===== src/rtl/pkt_id_pkg.sv =====
// pkt_id_pkg: K-code constants, scan states, gen encodings and lane-to-byte mask helper.
package pkt_id_pkg;
    localparam logic [7:0] K_STP = 8'hFB;
    localparam logic [7:0] K_SDP = 8'h5C;
    localparam logic [7:0] K_END = 8'hFD;
    localparam logic [7:0] K_EDB = 8'hFE;
    localparam logic [2:0] GEN1 = 3'b000;
    localparam logic [2:0] GEN2 = 3'b001;
    typedef enum logic [1:0] {IDLE, IN_TLP, IN_DLP} state_t;
    function automatic logic [63:0] lanes_to_mask(input logic [4:0] lanes);
        return lanes >= 5'd16 ? {64{1'b1}} : (64'd1 << {lanes, 2'b00}) - 64'd1;
    endfunction
endpackage


===== src/rtl/pkt_id_sym_decode.sv =====
// pkt_id_sym_decode: classifies one symbol byte as STP/SDP/END/EDB when it is a K symbol.
module pkt_id_sym_decode
    import pkt_id_pkg::*;
(
    input  logic [7:0] sym,
    input  logic       k,
    output logic       is_stp,
    output logic       is_sdp,
    output logic       is_end,
    output logic       is_edb
);
    assign is_stp = k && sym == K_STP;
    assign is_sdp = k && sym == K_SDP;
    assign is_end = k && sym == K_END;
    assign is_edb = k && sym == K_EDB;
endmodule


===== src/rtl/pcie_packet_identifier.sv =====
// pcie_packet_identifier: per-byte TLP/DLLP framing flags, 1-cycle latency; PKT_ID_DATA_MASK_EN zeroes non-packet data bytes.
module pcie_packet_identifier
    import pkt_id_pkg::*;
(
    input  logic         clk,
    input  logic         rst,
    input  logic [511:0] data_in,
    input  logic [63:0]  DK,
    input  logic         valid_pd,
    input  logic         linkup,
    input  logic [2:0]   gen,
    input  logic [4:0]   numberOfDetectedLanes,
    output logic [511:0] data_out,
    output logic [63:0]  pl_valid,
    output logic [63:0]  pl_tlpstart,
    output logic [63:0]  pl_tlpend,
    output logic [63:0]  pl_tlpedb,
    output logic [63:0]  pl_dlpstart,
    output logic [63:0]  pl_dlpend,
    output logic         w
);
    state_t state, next_state, st;
    logic [63:0] stp, sdp, endk, edb, act;
    logic [63:0] valid_n, tstart_n, tend_n, tedb_n, dstart_n, dend_n;
    logic [511:0] data_n;
    logic link_ok;
    for (genvar g = 0; g < 64; g++) begin : g_dec
        pkt_id_sym_decode u_dec (
            .sym    (data_in[8*g +: 8]),
            .k      (DK[g]),
            .is_stp (stp[g]),
            .is_sdp (sdp[g]),
            .is_end (endk[g]),
            .is_edb (edb[g])
        );
    end
`ifdef PKT_ID_DATA_MASK_EN
    for (genvar g = 0; g < 64; g++) begin : g_mask
        assign data_n[8*g +: 8] = valid_n[g] ? data_in[8*g +: 8] : 8'h00;
    end
`else
    assign data_n = data_in;
`endif
    assign act = lanes_to_mask(numberOfDetectedLanes);
    assign link_ok = linkup && (gen == GEN1 || gen == GEN2);
    // Bytes are walked in order so several packets can open and close within one beat.
    always_comb begin
        st = state;
        valid_n = '0;
        tstart_n = '0;
        tend_n = '0;
        tedb_n = '0;
        dstart_n = '0;
        dend_n = '0;
        for (int i = 0; i < 64; i++) begin
            if (act[i]) begin
                if (stp[i]) begin
                    tstart_n[i] = 1'b1;
                    valid_n[i] = 1'b1;
                    st = IN_TLP;
                end else if (sdp[i]) begin
                    dstart_n[i] = 1'b1;
                    valid_n[i] = 1'b1;
                    st = IN_DLP;
                end else if (st == IN_TLP) begin
                    valid_n[i] = 1'b1;
                    tend_n[i] = endk[i];
                    tedb_n[i] = edb[i];
                    st = endk[i] || edb[i] ? IDLE : IN_TLP;
                end else if (st == IN_DLP) begin
                    valid_n[i] = 1'b1;
                    dend_n[i] = endk[i];
                    st = endk[i] ? IDLE : IN_DLP;
                end
            end
        end
        next_state = st;
    end
    always_ff @(posedge clk) begin
        if (!rst || !link_ok || !valid_pd) begin
            state <= !rst || !link_ok ? IDLE : state;
            data_out <= '0;
            pl_valid <= '0;
            pl_tlpstart <= '0;
            pl_tlpend <= '0;
            pl_tlpedb <= '0;
            pl_dlpstart <= '0;
            pl_dlpend <= '0;
            w <= 1'b0;
        end else begin
            state <= next_state;
            data_out <= data_n;
            pl_valid <= valid_n;
            pl_tlpstart <= tstart_n;
            pl_tlpend <= tend_n;
            pl_tlpedb <= tedb_n;
            pl_dlpstart <= dstart_n;
            pl_dlpend <= dend_n;
            w <= next_state != IDLE;
        end
    end
endmodule


===== config.mk =====
export PLATFORM = sky130hd
export DESIGN_NAME = pcie_packet_identifier
export DESIGN_NICKNAME = d
export VERILOG_FILES = /design/src/rtl/pkt_id_pkg.sv /design/src/rtl/pkt_id_sym_decode.sv /design/src/rtl/pcie_packet_identifier.sv
export SDC_FILE = /design/constraint.sdc
export NUM_CORES = 2
export LEC_CHECK = 0
export CAP_MARGIN = 20
export CORE_AREA = 8 8 580 582
export CTS_BUF_LIST = sky130_fd_sc_hd__clkbuf_4 sky130_fd_sc_hd__clkbuf_8
export DETAILED_ROUTE_END_ITERATION = 8
export DIE_AREA = 0 0 588 590
export PLACE_DENSITY_LB_ADDON = 0.05
export SETUP_SLACK_MARGIN = 0.05
export SLEW_MARGIN = 20
export SYNTH_ARGS = -nofsm -noshare
export SYNTH_HDL_FRONTEND = slang
export SYNTH_HIERARCHICAL = 1
export SYNTH_SLANG_ARGS = --single-unit

===== constraint.sdc =====
create_clock -name clk -period 107.7 [get_ports clk]
set_input_delay 21.54 -clock clk [delete_from_list [all_inputs] [get_ports clk]]
set_output_delay 21.54 -clock clk [all_outputs]
set_load 0.05 [all_outputs]

* Yosys cells after proc, flatten, opt, wreduce, memory -nomap -nowiden
Index checks and enable logic that the tools add are counted.
W data, S select, Z words.
** Storage, ports and cells
- Register bits :: 899
- Bits in latches :: 0
- Bits in writable memories :: 0
- Memory bits (read-only) :: 0
- Input bits :: 588
- Output and inout port bits :: 897
- Logic and storage cells :: 2388
- Memories kept :: 0
** Cells by class
- Add/subtract/negate cells :: 1
- Multiply operators :: 0
- Div/mod/pow operators :: 0
- $lt $le $gt $ge :: 1
- Eq/ne operators :: 386
- Shifts and indexed selects :: 1
- Muxes and demuxes :: 835
- Bitwise operators :: 192
- Reduce and logical (&&, ||, !) cells :: 585
** Operators by type and width (count)
- $eq A8 B8 Y1 const B :: 192
- $mux W2 :: 386
- $eq A8 B7 Y1 const B :: 64
- $mux W1 :: 448
- $reduce_or A6 Y1 :: 64
- $reduce_or A5 Y1 :: 64
- $logic_and A1 B1 Y1 :: 257
- $not A1 Y1 :: 192
- $reduce_or A3 Y1 :: 64
- $eq A2 B1 Y1 const B :: 64
- $eq A2 B2 Y1 const B :: 64
- $reduce_or A2 Y1 :: 64
- $logic_or A1 B1 Y1 :: 67
- $mux W64 :: 1
- $shl A1 B7 Y64 const A :: 1
- $sub A64 B1 Y64 const B :: 1
- $ge A5 B5 Y1 const B :: 1
- $eq A3 B1 Y1 const B :: 1
- $logic_not A1 Y1 :: 3
- $logic_not A3 Y1 :: 1
- $ne A2 B2 Y1 const B :: 1
- $reduce_bool A2 Y1 :: 1

* Logic depth before layout (Yosys ltp)
- Word-level depth :: 387
- Depth in mapped cells :: 437
- Mapped depth without buffers :: 434

* Hierarchy
The synthesis kept the hierarchy.
** Modules (own cells, without submodules)
- pcie_packet_identifier :: times used 1, cells each 3546, area an instance 33802.4 µm², seq. area each 18017.3 µm²
- pkt_id_sym_decode :: times used 64, cells each 11, area an instance 72.6 µm², seq. area each 0.0 µm²

* Least setup slack after synthesis
No wires, ideal clock.
- Path type :: input to register
- Start point :: input data_in[0]
- End point :: register w
- Library setup time :: 70 ps
- Arrival :: 85948 ps
- Data required time :: 107630 ps
- Path slack :: 21682 ps
- Stages on the path :: 384
- Path buffers :: 3
- Path through :: or4b_1 -> nor4_2 -> nor2_1 -> o31ai_1 -> inv_1 -> ha_1 -> o311ai_1 -> a21oi_2 -> ha_1 -> nor2_1 -> nand3_1 -> a21oi_1 -> or2_2 -> inv_1 -> ha_1 -> or3_1 -> o31ai_2 -> inv_1 -> (+348 left out) -> a2bb2oi_1 -> o21ai_0 -> or2_2 -> ha_1 -> o41a_1 -> a21o_1 -> inv_1 -> ha_1 -> nand2b_1 -> o21bai_1 -> a221o_1 -> inv_2 -> ha_1 -> or4b_2 -> and3_1 -> a221oi_1 -> o31ai_1 -> a21oi_1
** On the way
- Elaborated cells between the ends (all ways) :: 458
- Classes of those cells :: eq/ne (130); mux (322); reduce/logical (6)
** RTL lines
- start, declared :: RTL line pcie_packet_identifier.sv:7 : input logic [511:0] data_in,
- $eq A8 B7 Y1 * :: RTL line pkt_id_sym_decode.sv:13 : assign is_sdp = k && sym == K_SDP;
- $logic_and A1 B1 Y1 * :: RTL line pkt_id_sym_decode.sv:13
- net sdp[0] :: RTL line pcie_packet_identifier.sv:23 : logic [63:0] stp, sdp, endk, edb, act;
- $mux W2 * :: RTL line pcie_packet_identifier.sv:61 : end else if (sdp[i]) begin
- $mux W2 * :: RTL line pcie_packet_identifier.sv:57 : if (stp[i]) begin
- $mux W2 * :: RTL line pcie_packet_identifier.sv:56 : if (act[i]) begin
- $eq A2 B2 Y1 :: RTL line pcie_packet_identifier.sv:70 : end else if (st == IN_DLP) begin
- $mux W2 :: RTL line pcie_packet_identifier.sv:70
- (+369 left out)
- $mux W2 * :: RTL line pcie_packet_identifier.sv:56
- $eq A2 B2 Y1 :: RTL line pcie_packet_identifier.sv:70
- $mux W2 :: RTL line pcie_packet_identifier.sv:70
- $mux W2 :: RTL line pcie_packet_identifier.sv:65 : end else if (st == IN_TLP) begin
- $mux W2 :: RTL line pcie_packet_identifier.sv:61
- $mux W2 :: RTL line pcie_packet_identifier.sv:57
- $mux W2 * :: RTL line pcie_packet_identifier.sv:56
- $reduce_bool A2 Y1 * :: RTL line pcie_packet_identifier.sv:99 : w <= next_state != IDLE;
- end signal, assigned :: RTL line pcie_packet_identifier.sv:89 : w <= 1'b0;
- end signal, assigned :: RTL line pcie_packet_identifier.sv:99
- end, declared :: RTL line pcie_packet_identifier.sv:20 : output logic w
Mark *: on every way through the listed nets, which the timed path passes. The rest lies on a longest branch.
A chain may end at the register's enable or synchronous reset.

* Worst setup path after layout
Same ends and word-level chain as after synthesis.

==> summary.txt <==
Die Footprint - 347000 µm²
Average cell area after synthesis - 9.05 µm²
Placed Area - 59100 µm²
First-pass GRT wire length - 388000 µm
Yosys top cell area share - 46.7%
Largest net degree at the start of global routing - 154
Clk Latency, worst-skew pair - 1020 ps
Die H - 590 µm
Least-Margin Pin Slew - 1170 ps
Yosys synthesis warning count - 6
Residual DRC - 0
I/O pin cnt - 1485
Total CTS buffers - 207
Worst VDD drop - 7.74 µV
Cell leakage power - 26.1 nW
Setup crit end kind - flop
Core ar. - 326000 µm²
Status - completed
Vias in the first global route - 41751
Synth area leader - dfxtp_1
Initial antenna violation count - 78
Slew Limit Fails - 0
Final WL - 295000 µm
Register area share after synthesis - 46.9%
Ys flop type - dfxtp_1
Slowest CP cell - a2111oi_1
Clock Path Buffers - 4
Via density - 3.87
Final setup violation count - 0
Nets - 6618
Unrepaired setup endpoints after global routing - no
Cell Area, Synth - 38400 µm²
1st-iter DRT viols - 1987
Detailed-placement wirelength estimate - 243000 µm
Layout area overhead - 66.3%
Total GRT Usage - 16.1%
H-tree depth - 4
Initial Util - 11.8%
Clock Pin Slew Worst Setup and Hold Paths - 60 ps
Number of synthesized flops with an enable pin - 2
DRT antenna net count - 0
Rel. slew slack - 21.4%
CTS tree - done
Post-layout minimum cycle time - 100880 ps
Cts hold-fix bufs - 0
CTS Sinks - 899
Max-Cap Viols - 0
PwrDens - 13.5 nW/µm²
Most frequent cell on the critical path - ha_1
Via count - 40383
GRT overflow - 0
Seq cells post-synth - 899
CP startpoint kind - input pin
Min-Delay Path Class - reg2reg
Synth top area cells - dfxtp_1 (47%), and3_1 (12%), ha_1 (4.2%), nor2_1 (2.9%), a21oi_1 (2.6%)
Finished Cell Area - 63900 µm²
Final period util - 93.7%
Post-synthesis async set-or-reset flop share - 0%
Die width - 588 µm
Fin. Hold Viols - 0
Critical-path maximum fanout - 9
Max Fclk - 9.91 MHz
Pre-CTS WS - -1440 ps
Cells after Synth - 4250
IO buf count - 1483
Post-layout total power - 0.000863 W
Crit path DAT - 101780 ps
CP Class - in2reg
Syn Nets - 4968
Iteration count of the initial detailed-routing pass - 5
CP peak stage delay - 720 ps
Distinct cell type count after synthesis - 99
Clock skew - 51.0 ps
Row count - 210
Routability cong. - 0.768
Clock Root Buffer - clkbuf_8
Final WS setup - 6820 ps
Critical Path RT - 108600 ps
Share of cells above drive strength 1 - 11.2%
Wire per inst - 28.3 µm
critical path: cells and delay by family:
| kind | cells | cell delay (ps) |
|---|---|---|
| and+or+nand+nor | 119 | 22920 |
| AOI/OAI and AO/OA | 146 | 33590 |
| buffers and inverters | 54 | 5530 |
| muxes | 4 | 870 |
| adders and majority gates | 63 | 17110 |
placed cells by master (no fill, tap or decap), types with 11 or more instances in the layout:
master           instances
a211o_1                 11
a21o_1                  16
a21oi_1                196
a31oi_1                 16
and2_1                  26
and3_1                 715
and4_1                  12
and4b_1                 54
buf_4                  129
clkbuf_4                59
clkbuf_8               268
clkdlybuf4s50_1       1474
clkinv_2                23
dfxtp_1                897
diode_2                 27
ha_1                   129
inv_1                  228
nand2_1                230
nand2b_1                36
nand3_1                149
nand4_1                 65
nand4b_1                65
nor2_1                 294
nor2b_1                 11
nor3_1                 169
nor3b_1                 35
nor4_1                 134
nor4_2                  71
nor4b_1                 11
o211ai_1                11
o21a_1                  56
o21ai_0                112
o21ai_1                 12
or2_2                   13
or3_1                   13
or4b_1                  64
synth_stat cells (all sizes together) (68+ instances only):
cell type and n:
ha 130, inv 233, nand2 232, nand3 150, nor4 208, nor3 180
o21ai 131, dfxtp 897, clkbuf 151, and3 715, nor2 295, or4b 68
a21oi 203
cell families (layout without fill, tap and decap cells):
group	Yosys count	after routing	share of synthesized area (%)
xor gates and xnor gates	2	2	0.0456
muxes	13	13	0.358
AOI/OAI and AO/OA	593	593	9.98
other	0	27	0
adders and majority gates	130	130	4.23
and+or+nand+nor	2211	2211	34.5
buffers and inverters	402	2202	3.97
DFF	899	899	46.9
routing by layer:
layer	part of all wire, %	track usage, %
met1	37	17.0
met2	51	29.6
met3	9.6	7.08
met4	2.2	3.21
met5	0.059	0
worst paths after layout:
| check | slack [ps] | end | cells past startpoint | start |
|---|---|---|---|---|
| max | 6820 | w | 386 | data_in[0] |
| min | 990 | pl_dlpend[0] | 2 | state[1] |
| max reg2reg | 27800 | w | 388 | state[0] |
| min reg2reg | 990 | pl_dlpend[0] | 2 | state[1] |
metrics by stage:
step                      hold slack [ps]  util, %  std cells  setup TNS (ps)
after floorplan                       583        -       4250               0
after global placement               1020     18.1      10024           -8490
after detailed placement             1030     18.1      10026           -4650
after CTS                             999     19.5      10387               0
after global routing                 1030     19.6      10403               0
final                                 992     19.6      10423               0
layout make-up:
| type | count | area (µm²) |
|---|---|---|
| repair buffers | 1610 | 15800 |
| inverters | 233 | 875 |
| flip-flops and latches | 899 | 18000 |
| clock buffers | 327 | 4130 |
| clock inverters | 32 | 275 |
| fillers | 36224 | 262000 |
| diodes | 27 | 67.6 |
| well taps | 4346 | 5440 |
| multi-input cells | 2949 | 19300 |
power breakdown:
group          switching [W]  internal (W)  leakage, nW
combinational      0.0000552     0.0000363         16.5
sequential       0.000000724      0.000335         7.26
clock               0.000187      0.000248         2.36
state kept, by name, summed over array words and instances (netlist names):
name         count
data_out       512
pl_dlpend       64
pl_dlpstart     64
pl_tlpedb       64
pl_tlpend       64
pl_tlpstart     64
pl_valid        64
state            2
w                1
timing repair:
action,in CTS,in global routing
setup endpoints to repair,3,23
hold endpoints to repair,0,0
pin swaps,1,5
buffers inserted,2,9
gates resized for setup,5,54
Power figures use the tool's default switching activity.
